<file path="config.mk">
export PLATFORM = sky130hd
export DESIGN_NAME = aes_req_scheduler_flat
export DESIGN_NICKNAME = d
export VERILOG_FILES = /design/src/rtl/aes_req_scheduler_if.sv /design/src/rtl/aes_req_scheduler.sv /design/src/flat_wrapper.sv
export SDC_FILE = /design/constraint.sdc
export NUM_CORES = 1
export LEC_CHECK = 0
export CORE_UTILIZATION = 50
export CTS_CLUSTER_SIZE = 24
export DETAILED_ROUTE_END_ITERATION = 6
export PLACE_DENSITY = 0.74
export SLEW_MARGIN = 25
export SYNTH_ARGS = -nofsm -noshare
export SYNTH_HDL_FRONTEND = slang
export SYNTH_SLANG_ARGS = --single-unit
</file>
<file path="constraint.sdc">
create_clock -name clk -period 3.17 [get_ports clk]
set_input_delay 0.4755 -clock clk [delete_from_list [all_inputs] [get_ports clk]]
set_output_delay 0.4755 -clock clk [all_outputs]
set_load 0.01 [all_outputs]
</file>
<file path="src/rtl/aes_req_scheduler_if.sv">
// Host/core handshake bundle for aes_req_scheduler.
// master drives requests and core ready lines; slave is the scheduler.
interface aes_req_scheduler_if;
  logic [1:0] req;
  logic [1:0] op0;
  logic [1:0] op1;
  logic       key_inval;
  logic       keyexprdy;
  logic       encdecrdy;
  logic [1:0] gnt;
  logic [1:0] done;
  logic [1:0] err;
  logic       keyexp;
  logic       staenc;
  logic       stadec;
  logic       busy;
  logic       key_valid;

  modport master (
    output req, op0, op1, key_inval, keyexprdy, encdecrdy,
    input  gnt, done, err, keyexp, staenc, stadec, busy, key_valid
  );

  modport slave (
    input  req, op0, op1, key_inval, keyexprdy, encdecrdy,
    output gnt, done, err, keyexp, staenc, stadec, busy, key_valid
  );
endinterface

</file>
<file path="src/rtl/aes_req_scheduler.sv">
// Two-port round-robin scheduler in front of a shared AES core with key-validity tracking.
// Optional macro AES_SCHED_AUTOKEY_EN: insert key expansion before enc/dec when the key is stale.
module aes_req_scheduler #(
  parameter int unsigned TIMEOUT_CYCLES = 32,
  parameter int unsigned CNT_W          = 6
) (
  input  logic              clk,
  input  logic              rst,
  aes_req_scheduler_if.slave bus
);

  typedef enum logic [2:0] {IDLE, ISSUE, WAIT_LO, WAIT_HI, DONE} state_t;

  localparam logic [1:0]       OP_ILL   = 2'b00;
  localparam logic [1:0]       OP_KEY   = 2'b01;
  localparam logic [1:0]       OP_ENC   = 2'b10;
  localparam logic [CNT_W-1:0] CNT_LAST = CNT_W'(TIMEOUT_CYCLES - 1);

  state_t           state;
  logic             win;
  logic             rr_last;
  logic             err_f;
  logic             phase_ke;
  logic             fire;
  logic             auto_f;
  logic [1:0]       op;
  logic [CNT_W-1:0] cnt;

  logic       w_c;
  logic [1:0] w_op_c;
  logic [1:0] w_oh_c;
  logic [1:0] win_oh;
  logic       rdy_both;
  logic       rdy_sel;
  logic       auto_c;
  logic       nokey_c;

  // Contention goes to the port that was not served last.
  assign w_c      = (bus.req == 2'b11) ? ~rr_last : bus.req[1];
  assign w_op_c   = w_c ? bus.op1 : bus.op0;
  assign w_oh_c   = w_c ? 2'b10 : 2'b01;
  assign win_oh   = win ? 2'b10 : 2'b01;
  assign rdy_both = bus.keyexprdy & bus.encdecrdy;
  assign rdy_sel  = phase_ke ? bus.keyexprdy : bus.encdecrdy;

`ifdef AES_SCHED_AUTOKEY_EN
  assign auto_c  = w_op_c[1] & ~bus.key_valid;
  assign nokey_c = 1'b0;
`else
  assign auto_c  = 1'b0;
  assign nokey_c = w_op_c[1] & ~bus.key_valid;
  assign auto_f  = 1'b0;
`endif

  // {keyexp, staenc, stadec} for the op about to be started.
  function automatic logic [2:0] start_vec(input logic [1:0] o, input logic ke);
    if (ke || o == OP_KEY) return 3'b100;
    else if (o == OP_ENC)  return 3'b010;
    else                   return 3'b001;
  endfunction

  // The start pulse is registered: 'fire' marks the ISSUE cycle in which it is on the wire.
  always_ff @(posedge clk or negedge rst) begin
    if (!rst) begin
      state         <= IDLE;
      win           <= 1'b0;
      rr_last       <= 1'b1;
      err_f         <= 1'b0;
      phase_ke      <= 1'b0;
      fire          <= 1'b0;
      op            <= OP_ILL;
      cnt           <= '0;
      bus.gnt       <= '0;
      bus.done      <= '0;
      bus.err       <= '0;
      bus.keyexp    <= 1'b0;
      bus.staenc    <= 1'b0;
      bus.stadec    <= 1'b0;
      bus.busy      <= 1'b0;
      bus.key_valid <= 1'b0;
`ifdef AES_SCHED_AUTOKEY_EN
      auto_f        <= 1'b0;
`endif
    end else begin
      {bus.keyexp, bus.staenc, bus.stadec} <= 3'b000;
      bus.done <= '0;
      bus.err  <= '0;
      case (state)
        IDLE: begin
          if (|bus.req) begin
            win      <= w_c;
            op       <= w_op_c;
            bus.gnt  <= w_oh_c;
            bus.busy <= 1'b1;
            fire     <= 1'b0;
            phase_ke <= auto_c | (w_op_c == OP_KEY);
`ifdef AES_SCHED_AUTOKEY_EN
            auto_f   <= auto_c;
`endif
            if (w_op_c == OP_ILL) begin
              state    <= DONE;
              err_f    <= 1'b1;
              bus.done <= w_oh_c;
              bus.err  <= w_oh_c;
            end else begin
              state <= ISSUE;
              err_f <= nokey_c;
              if (!nokey_c && rdy_both) begin
                fire <= 1'b1;
                {bus.keyexp, bus.staenc, bus.stadec} <= start_vec(w_op_c, auto_c);
              end
            end
          end
        end
        ISSUE: begin
          if (err_f) begin
            state    <= DONE;
            bus.done <= win_oh;
            bus.err  <= win_oh;
          end else if (fire) begin
            state <= WAIT_LO;
            fire  <= 1'b0;
            cnt   <= '0;
          end else if (rdy_both) begin
            fire <= 1'b1;
            {bus.keyexp, bus.staenc, bus.stadec} <= start_vec(op, auto_f);
          end
        end
        WAIT_LO: begin
          if (!rdy_sel) begin
            state <= WAIT_HI;
            cnt   <= '0;
          end else if (cnt == CNT_W'(1)) begin
            state    <= DONE;
            err_f    <= 1'b1;
            bus.done <= win_oh;
            bus.err  <= win_oh;
          end else begin
            cnt <= cnt + 1'b1;
          end
        end
        WAIT_HI: begin
          if (rdy_sel) begin
            if (phase_ke) bus.key_valid <= 1'b1;
            if (auto_f) begin
              state    <= ISSUE;
              phase_ke <= 1'b0;
`ifdef AES_SCHED_AUTOKEY_EN
              auto_f   <= 1'b0;
`endif
              if (rdy_both) begin
                fire <= 1'b1;
                {bus.keyexp, bus.staenc, bus.stadec} <= start_vec(op, 1'b0);
              end
            end else begin
              state    <= DONE;
              bus.done <= win_oh;
            end
          end else if (cnt == CNT_LAST) begin
            state    <= DONE;
            err_f    <= 1'b1;
            bus.done <= win_oh;
            bus.err  <= win_oh;
          end else begin
            cnt <= cnt + 1'b1;
          end
        end
        DONE: begin
          state    <= IDLE;
          bus.gnt  <= '0;
          bus.busy <= 1'b0;
          rr_last  <= win;
        end
        default: state <= IDLE;
      endcase
      // A fresh host key always wins over a completing expansion.
      if (bus.key_inval) bus.key_valid <= 1'b0;
    end
  end

endmodule

</file>
<file path="src/flat_wrapper.sv">
// flat-port wrapper written by rule: the top's interface ports become plain ports
module aes_req_scheduler_flat 
#(
  parameter int unsigned TIMEOUT_CYCLES = 32,
  parameter int unsigned CNT_W          = 6
)
  (clk, rst, bus_req, bus_op0, bus_op1, bus_key_inval, bus_keyexprdy, bus_encdecrdy, bus_gnt, bus_done, bus_err, bus_keyexp, bus_staenc, bus_stadec, bus_busy, bus_key_valid);
  aes_req_scheduler_if bus_i ();
  input  logic clk;
  input  logic rst;
  input wire logic [$bits(bus_i.req)-1:0] bus_req;
  input wire logic [$bits(bus_i.op0)-1:0] bus_op0;
  input wire logic [$bits(bus_i.op1)-1:0] bus_op1;
  input wire logic [$bits(bus_i.key_inval)-1:0] bus_key_inval;
  input wire logic [$bits(bus_i.keyexprdy)-1:0] bus_keyexprdy;
  input wire logic [$bits(bus_i.encdecrdy)-1:0] bus_encdecrdy;
  output wire logic [$bits(bus_i.gnt)-1:0] bus_gnt;
  output wire logic [$bits(bus_i.done)-1:0] bus_done;
  output wire logic [$bits(bus_i.err)-1:0] bus_err;
  output wire logic [$bits(bus_i.keyexp)-1:0] bus_keyexp;
  output wire logic [$bits(bus_i.staenc)-1:0] bus_staenc;
  output wire logic [$bits(bus_i.stadec)-1:0] bus_stadec;
  output wire logic [$bits(bus_i.busy)-1:0] bus_busy;
  output wire logic [$bits(bus_i.key_valid)-1:0] bus_key_valid;
  assign bus_i.req = bus_req;
  assign bus_i.op0 = bus_op0;
  assign bus_i.op1 = bus_op1;
  assign bus_i.key_inval = bus_key_inval;
  assign bus_i.keyexprdy = bus_keyexprdy;
  assign bus_i.encdecrdy = bus_encdecrdy;
  assign bus_gnt = bus_i.gnt;
  assign bus_done = bus_i.done;
  assign bus_err = bus_i.err;
  assign bus_keyexp = bus_i.keyexp;
  assign bus_staenc = bus_i.staenc;
  assign bus_stadec = bus_i.stadec;
  assign bus_busy = bus_i.busy;
  assign bus_key_valid = bus_i.key_valid;
  aes_req_scheduler #(.TIMEOUT_CYCLES(TIMEOUT_CYCLES), .CNT_W(CNT_W)) u_core (.clk(clk), .rst(rst), .bus(bus_i));
endmodule
</file>
==> results.txt, run 1 <==
----------------------------------------------------
[Outcome]
  Result of the run ... complete, but fails checks
  Violations in the final reports ... DRC

[STA]
  TNS Setup ... 0 ns
  Achievable frequency ... roughly 390 MHz
  Final Max Slew Viols ... 0
  Slew at the pin with the worst max-slew slack ... roughly 0.57 ns
  Slew margin rel. ... 61.9%
  Worst clock skew ... 0.0103 ns
  Final clock period utilization by the worst path ... 79.9%
  Unrepaired setup endpoints after global routing ... no
  Crit path time final ... about 2.5 ns
  Total of endpoints with negative setup slack in the final report ... 0
  Hold violation total from the final report ... 0

[Logic synthesis]
  Fraction of synthesized area in multiplexers ... under 10%
  Area of the mapped netlist ... approximately 1500 um^2
  Count of flip-flops with a built-in enable after synthesis ... 0
  Number of distinct library cells after synthesis ... 44
  Compound-cell area share of the yosys netlist ... between 20% and 30%
  Fraction of the yosys area taken by sequential cells ... between 40% and 50%
  Fraction of synthesized cell area in xor and xnor cells ... 0%
  Mapped Cells ... 160
  Total number of yosys warnings ... 0
  Count of state elements after synthesis ... 27
  Post-Syn Area per Cell ... ~9.6 um^2
  Fraction of the mapped netlist area in adder cells ... 4.08%
  Simple-gate share of the synthesized area ... slightly below 20%
  Number of nets produced by synthesis ... between 150 and 200
  Ys flop type ... dfrtp_1
  Combinational family with the most area after synthesis ... compound AO/OA/AOI/OAI gates
  Async set-or-reset flop fraction in the synthesized netlist ... 100%

[Clock tree]
  Clock tree sinks ... 27
  TritonCTS clock tree ... built
  Root buf cell ... clkbuf_4
  # Post-CTS Setup Buffers ... 0
  Number of buffers added to fix hold violations after cts ... 0
  Clock edge transition at the registers on the reported setup and hold paths ... 0.15 ns
  Number of buffers added by the clock tree synthesis step ... 3
  Max Buffers Root-to-Sink ... 2
  Count of cells resized by post-cts repair ... 0
  Total number of H-tree levels ... 1
  Insertion delay to the later sink of the worst-skew pair ... roughly 0.32 ns

[Global route]
  Global-route wire length before repair ... between 5000 and 6000 um
  Largest net degree at the start of global routing ... 28
  Vias in the first global route ... roughly 1200
  Overall routing resource usage ... 21.1%
  Total overflow reported by the global router ... 0
  Number of antenna violations at the first check in global routing ... 0

[Finish]
  Layout cells sized above 1 ... between 10 and 15%
  Antenna cells ... 0
  Core Util, Final ... a little over three fifths
  Relative area change from synthesis to final layout ... 15.8%
  Number of nets in the final layout ... a little under 200
  Post-route cell area ... roughly 1800 um^2
  Fin cells ... 210

[Detailed routing]
  Detail-routed net length per standard cell ... approximately 15 um
  Via/cell ratio ... approximately 6.3
  Number of iterations in the first detailed-routing pass ... 6
  # DRC ... 2
  Antenna Nets Post-Route ... 0
  Wirelength, routed ... ~3200 um
  Iteration-0 DRC Markers ... 44
  Via count ... ~1300

[Place]
  Port-buffer cells ... 21
  Area of placed instances ... about 1700 um^2
  Half-perimeter wire length after placement ... ~2400 um
  Cell Count Post-Placement ... about 210
  Final Wtd Congestion ... about 0.86

[Floorplan]
  Floorplan core area ... roughly 2800 um^2
  Effective utilization at floorplan ... 54.2%
  Boundary pin count ... 22
  Chip Width ... 57.4 um
  Die height ... ~57 um
  Die outline area ... approximately 3300 um^2
  Core Rows ... 19

[Worst hold path]
  Class of the tightest hold or removal check ... input pin to asynchronous set/reset pin

[Worst setup path]
  Highest-delay cell along the critical path ... clkdlybuf4s50_1
  Largest delay contributor family on the critical path ... compound AO/OA/AOI/OAI gates
  Startpoint class of the critical path ... input pin
  Source of the worst register-to-register timing path ... u_core.rr_last$_DFFE_PN1P_
  Required time of the critical path ... approximately 3.4 ns
  Path length in cells of the critical path ... 7
  Critical Path Source ... bus_req[0]
  Max FO, Critical Path ... 7
  Reg2Reg Setup Slack ... about 0.93 ns
  Number of cells on the worst reg-to-reg path ... 6
  Type of the worst setup path ... input pin to flop
  Category of the worst setup path capture point ... flop
  Crit path buffers/inverters ... 1
  Worst flop-to-flop path endpoint ... u_core.state[2]$_DFFE_PN0P_
  Critical path capture point ... u_core.state[2]$_DFFE_PN0P_
  Slowest Stage Delay on Critical Path ... 0.50 ns
  Data arrival time of the critical path ... around 2.7 ns
  Most frequent cell on the critical path ... o21ai_0
  Crit path cell chain ... clkdlybuf4s50_1 -> a21boi_2 -> mux2i_1 -> ha_1 -> o21ai_0 -> o21ai_0 -> nor4b_1

[Pwr]
  Static power due to leakage ... around 0.74 nW
  Combinational share of power ... 43.7%
  Power density normalized to cell area ... approximately 800 nW/um^2
  Peak VDD IR ... between 0.0003 and 0.0004 V
  Sequential share of power ... a little under half
  Switching power ... 0.000594 W
  Post-layout total power ... ~0.0014 W
  Power share of the clock group ... a little over a tenth
  Proportion of total power due to net switching ... a little over two fifths
  Internal Pwr Total ... roughly 0.0008 W

[Flow run]
  Max-capacitance violation count ... 0

----------------------------------------------------
==> flip-flops by register name, summed over array words and instances (netlist names), 2 cells and up <==
register         cells
u_core.bus.gnt       2
u_core.state         3
u_core.op            2
u_core.cnt           6
u_core.bus.done      2
u_core.bus.err       2
==> cell usage after synthesis (2+ instances only) <==
cell type	instances	area share, %
mux2i_1	5	3.3
o21ai_0	14	4.6
and3_2	2	0.98
a22o_1	3	1.7
buf_2	2	0.65
o21bai_1	2	0.98
dfrtp_1	26	42
inv_1	9	2.2
ha_1	5	4.1
nand2b_1	3	1.2
and4_1	2	1.1
a41oi_1	3	1.7
a21oi_1	7	2.3
mux2_2	2	1.5
nand3_1	8	2.6
clkbuf_1	3	0.73
a31oi_1	7	2.9
nor2b_1	4	1.6
nor3_1	6	2.0
nor2_1	10	2.4
nand2_1	14	3.4
==> metal layers <==
| metal | wire [um] | GRT usage, % | vias up | share of wire (%) |
|---|---|---|---|---|
| li1 | - | - | 626 | - |
| met1 | 1480 | 29.3 | 639 | 46 |
| met2 | 1570 | 35.5 | 45 | 49 |
| met3 | 160 | 2.04 | 4 | 4.9 |
| met4 | 27 | 5.23 | 0 | 0.83 |
| met5 | 0 | 0 | - | 0 |
==> layout by cell type, fill, tap and decap left out, types with 3 or more instances in the layout <==
cell / count
nor2b_1: 4
a31oi_1: 7
nor3_1: 6
a41oi_1: 3
nand3_1: 8
clkbuf_4: 3
inv_1: 9
nor2_1: 10
clkdlybuf4s50_1: 21
ha_1: 5
a22o_1: 3
mux2i_1: 5
o21ai_0: 14
dfrtp_1: 26
nand2b_1: 3
a21oi_1: 7
nand2_1: 14
==> power groups by stage <==
stage               Sequential, W  Clock (W)  Combinational (W)
floorplan                0.000577          0           0.000485
global placement         0.000642          0           0.000591
detailed placement       0.000652          0           0.000611
CTS                      0.000645   0.000155           0.000614
global route             0.000670   0.000166           0.000680
finish                   0.000647   0.000149           0.000618
==> stage by stage <==
step,hold slack (ns),setup WS (ns)
2_1_floorplan,0.180,1.21
3_3_place_gp,0.499,0.535
3_5_place_dp,0.516,0.366
4_1_cts,0.509,0.708
5_1_grt,0.520,0.390
6_report,0.505,0.637
==> cells by family (layout without fill, tap and decap cells) <==
| logic type | count (synthesis) | after routing |
|---|---|---|
| flops | 27 | 27 |
| buf+inv | 16 | 35 |
| simple gates | 57 | 57 |
| fa+ha+maj | 5 | 5 |
| compound gates | 47 | 47 |
| mux | 8 | 8 |
==> cell type report <==
type                            instances  area, um^2
Fill cell                             240        1050
Multi-Input combinational cell        117         782
Sequential cell                        27         677
Timing Repair Buffer                   22         218
Tap cell                               31        38.8
Inverter                                9        33.8
Clock buffer                            4        26.3
==> worst min-delay path by stage <==
stage / startpoint / depth (start not counted) / to
2_1_floorplan: rst / 0 / u_core.bus.busy$_DFFE_PN0P_
3_3_place_gp: u_core.cnt[4]$_DFFE_PN0P_ / 1 / u_core.cnt[4]$_DFFE_PN0P_
3_5_place_dp: u_core.cnt[4]$_DFFE_PN0P_ / 1 / u_core.cnt[4]$_DFFE_PN0P_
4_1_cts: rst / 2 / u_core.cnt[2]$_DFFE_PN0P_
5_1_grt: rst / 2 / u_core.cnt[4]$_DFFE_PN0P_
6_report: rst / 2 / u_core.cnt[2]$_DFFE_PN0P_
Power figures use the tool's default switching activity.
==> run 2, diff against run 1 <==
- clock period: 3.17 -> 2.6 ns (I/O delays scaled with it)
==> run 2 against run 1 <==
Compared with the run above: flip-flop and latch count unchanged; count of clock-buffer cells in the layout decreased by 1; largest cell class unchanged; clock skew increased by 0.0055 ns; sequential power increased by 22%; design area increased by 1.1%; sequential share of layout area decreased by 0.40 points; wire length increased by 1.7%; total power increased by 23%; combinational power increased by 22%; the run still ends with DRC left.
==> results.txt, run 2 (synthesis gave the netlist of run 1 again) <==
----------------------------------------------------
[STA]
  Total of endpoints with negative setup slack in the final report ... 0 (unchanged)
  Unrepaired setup endpoints after global routing ... no
  Slew at the pin with the worst max-slew slack ... 0.560 ns (-0.0116 ns)
  Final clock period utilization by the worst path ... 80.4%
  Worst clock skew ... 0.0158 ns (+0.00548 ns)
  Final Max Slew Viols ... 0 (unchanged)
  Achievable frequency ... between 400 and 500 MHz
  TNS Setup ... 0 ns (unchanged)
  Worst-case hold slack ... 0.361 ns (-0.144 ns)
  Slew margin rel. ... 62.7% (+0.78 points)
  Hold violation total from the final report ... 0 (unchanged)
  Crit path time final ... around 2.1 ns

[Place]
  Half-perimeter wire length after placement ... 2440 um (+3.7%)
  Final Wtd Congestion ... 0.822 (-4.3%)
  Port-buffer cells ... 21 (unchanged)

[Floorplan]
  Floorplan core area ... 2830 um^2 (unchanged)
  Core Rows ... 19 (unchanged)
  Die height ... 57.4 um (unchanged)
  Chip Width ... 57.4 um (unchanged)
  Die outline area ... 3290 um^2 (unchanged)
  Boundary pin count ... 22 (unchanged)
  Effective utilization at floorplan ... 54.2% (unchanged)

[Clock tree]
  Clock tree sinks ... 27 (unchanged)
  Count of cells resized by post-cts repair ... 0 (unchanged)
  Max Buffers Root-to-Sink ... 2 (unchanged)
  Insertion delay to the later sink of the worst-skew pair ... 0.34 ns (+0.02 ns)
  # Post-CTS Setup Buffers ... 0 (unchanged)
  Number of buffers added to fix hold violations after cts ... 0 (unchanged)
  Number of buffers added by the clock tree synthesis step ... 3 (unchanged)
  Total number of H-tree levels ... 1 (unchanged)
  Root buf cell ... clkbuf_4
  TritonCTS clock tree ... built
  Clock edge transition at the registers on the reported setup and hold paths ... 0.16 ns (about the same)

[Finish]
  Leading cell type in the layout, fill and taps excluded ... dfrtp_1
  Register with the highest flop count ... u_core.cnt
  Flip-flop count of the largest register, all copies and words added ... 6 (unchanged)
  Commonest non-fill, non-tap cells in the layout ... dfrtp_1 (26), clkdlybuf4s50_1 (21), nand2_1 (14), o21ai_0 (14), nor2_1 (10)
  Layout cells sized above 1 ... 11.6% (+1.5 points)
  Fillers ... 247 (+2.9%)
  Number of nets in the final layout ... 198 (+1.0%)
  Relative area change from synthesis to final layout ... 17.1%
  Largest registers ranked by flip-flop count ... u_core.cnt: 6 flops, u_core.state: 3 flops
  Antenna cells ... 0 (unchanged)

[Detailed routing]
  Wirelength, routed ... 3300 um (+1.7%)
  Detail-routed net length per standard cell ... 15.5 um (+0.74%)
  Iteration-0 DRC Markers ... 61 (+39%)
  Antenna Nets Post-Route ... 0 (unchanged)
  Via count ... 1312 (-0.15%)
  Number of iterations in the first detailed-routing pass ... 6 (unchanged)
  # DRC ... 2 (unchanged)
  Via/cell ratio ... 6.19 (-1.1%)

[Global route]
  Global-route wire length before repair ... 5500 um (+0.77%)
  Vias in the first global route ... 1289 (+4.0%)
  Largest net degree at the start of global routing ... 20 (-29%)
  Number of antenna violations at the first check in global routing ... 0 (unchanged)
  Total overflow reported by the global router ... 0 (unchanged)
  Overall routing resource usage ... 21.6% (+0.53 points)

[Pwr]
  Static power due to leakage ... 0.751 nW (+1.2%)
  Power density normalized to cell area ... 970 nW/um^2 (+22%)
  Post-layout total power ... 0.00174 W (+23%)
  Peak VDD IR ... 0.000437 V (+27%)

[Worst hold path]
  Class of the tightest hold or removal check ... input pin to asynchronous set/reset pin

[Worst setup path]
  Type of the worst setup path ... input pin to flop
  Max FO, Critical Path ... 6 (-1)
  Data arrival time of the critical path ... 2.34 ns (-0.40 ns)
  Category of the worst setup path capture point ... flop
  Required time of the critical path ... 2.85 ns (-0.53 ns)
  Startpoint class of the critical path ... input pin

[Outcome]
  Result of the run ... complete, but fails checks
  Violations in the final reports ... DRC

[Flow run]
  Max-capacitance violation count ... 0 (unchanged)

----------------------------------------------------
==> run 2: power by group <==
part	internal (W)	switching [W]
clock network	0.0000591	0.000136
registers	0.000574	0.000215
logic	0.000370	0.000385
==> run 2: layout make-up <==
class                   count  area [um^2]  share of cell area [%]
repair buffers             24          233                    13.0
clock buffers               3         22.5                    1.26
inverters                   9         33.8                    1.88
well taps                  31         38.8                    2.16
clock inverters             1         7.51                   0.418
multi-input cells         117          782                    43.6
flip-flops and latches     27          677                    37.7
==> run 2: path summary, 6_finish.rpt <==
path,startpoint,end,slack (ns),depth (start not counted)
max in group asynchronous,rst,u_core.fire$_DFFE_PN0P_,1.61,2
worst max-delay path,bus_req[0],u_core.state[2]$_DFFE_PN0P_,0.51,7
min in group clk,u_core.cnt[4]$_DFFE_PN0P_,u_core.cnt[4]$_DFFE_PN0P_,0.55,1
worst min-delay path,rst,u_core.bus.err[0]$_DFF_PN0_,0.36,1
worst min register to register,u_core.cnt[4]$_DFFE_PN0P_,u_core.cnt[4]$_DFFE_PN0P_,0.55,1
worst max register to register,u_core.state[0]$_DFFE_PN0P_,u_core.bus.stadec$_DFF_PN0_,0.67,5
==> run 2: worst max-delay path, cell delays in order <==
cell and delay, ns:
clkdlybuf4s50_1 0.51, a21boi_2 0.36, mux2i_1 0.30, ha_1 0.25, o21ai_0 0.11, o21ai_0 0.16, nor4b_1 0.25
==> run 2: metal layers <==
layer	part of all wire (%)	vias up	GRT usage [%]
li1	-	620	-
met2	50	46	36.4
met3	4.8	4	2.04
met1	44	642	27.9
met5	0	-	0
met4	1.3	0	10.8
==> run 2: through the flow <==
stage	utilization, %	cells	area [um^2]	setup WS, ns
after floorplan	-	160	1530	0.726
after global placement	62.4	208	1760	0.284
after detailed placement	62.4	208	1760	0.174
after CTS	63.4	212	1790	0.535
after global routing	63.4	212	1790	0.277
final	63.4	212	1790	0.510
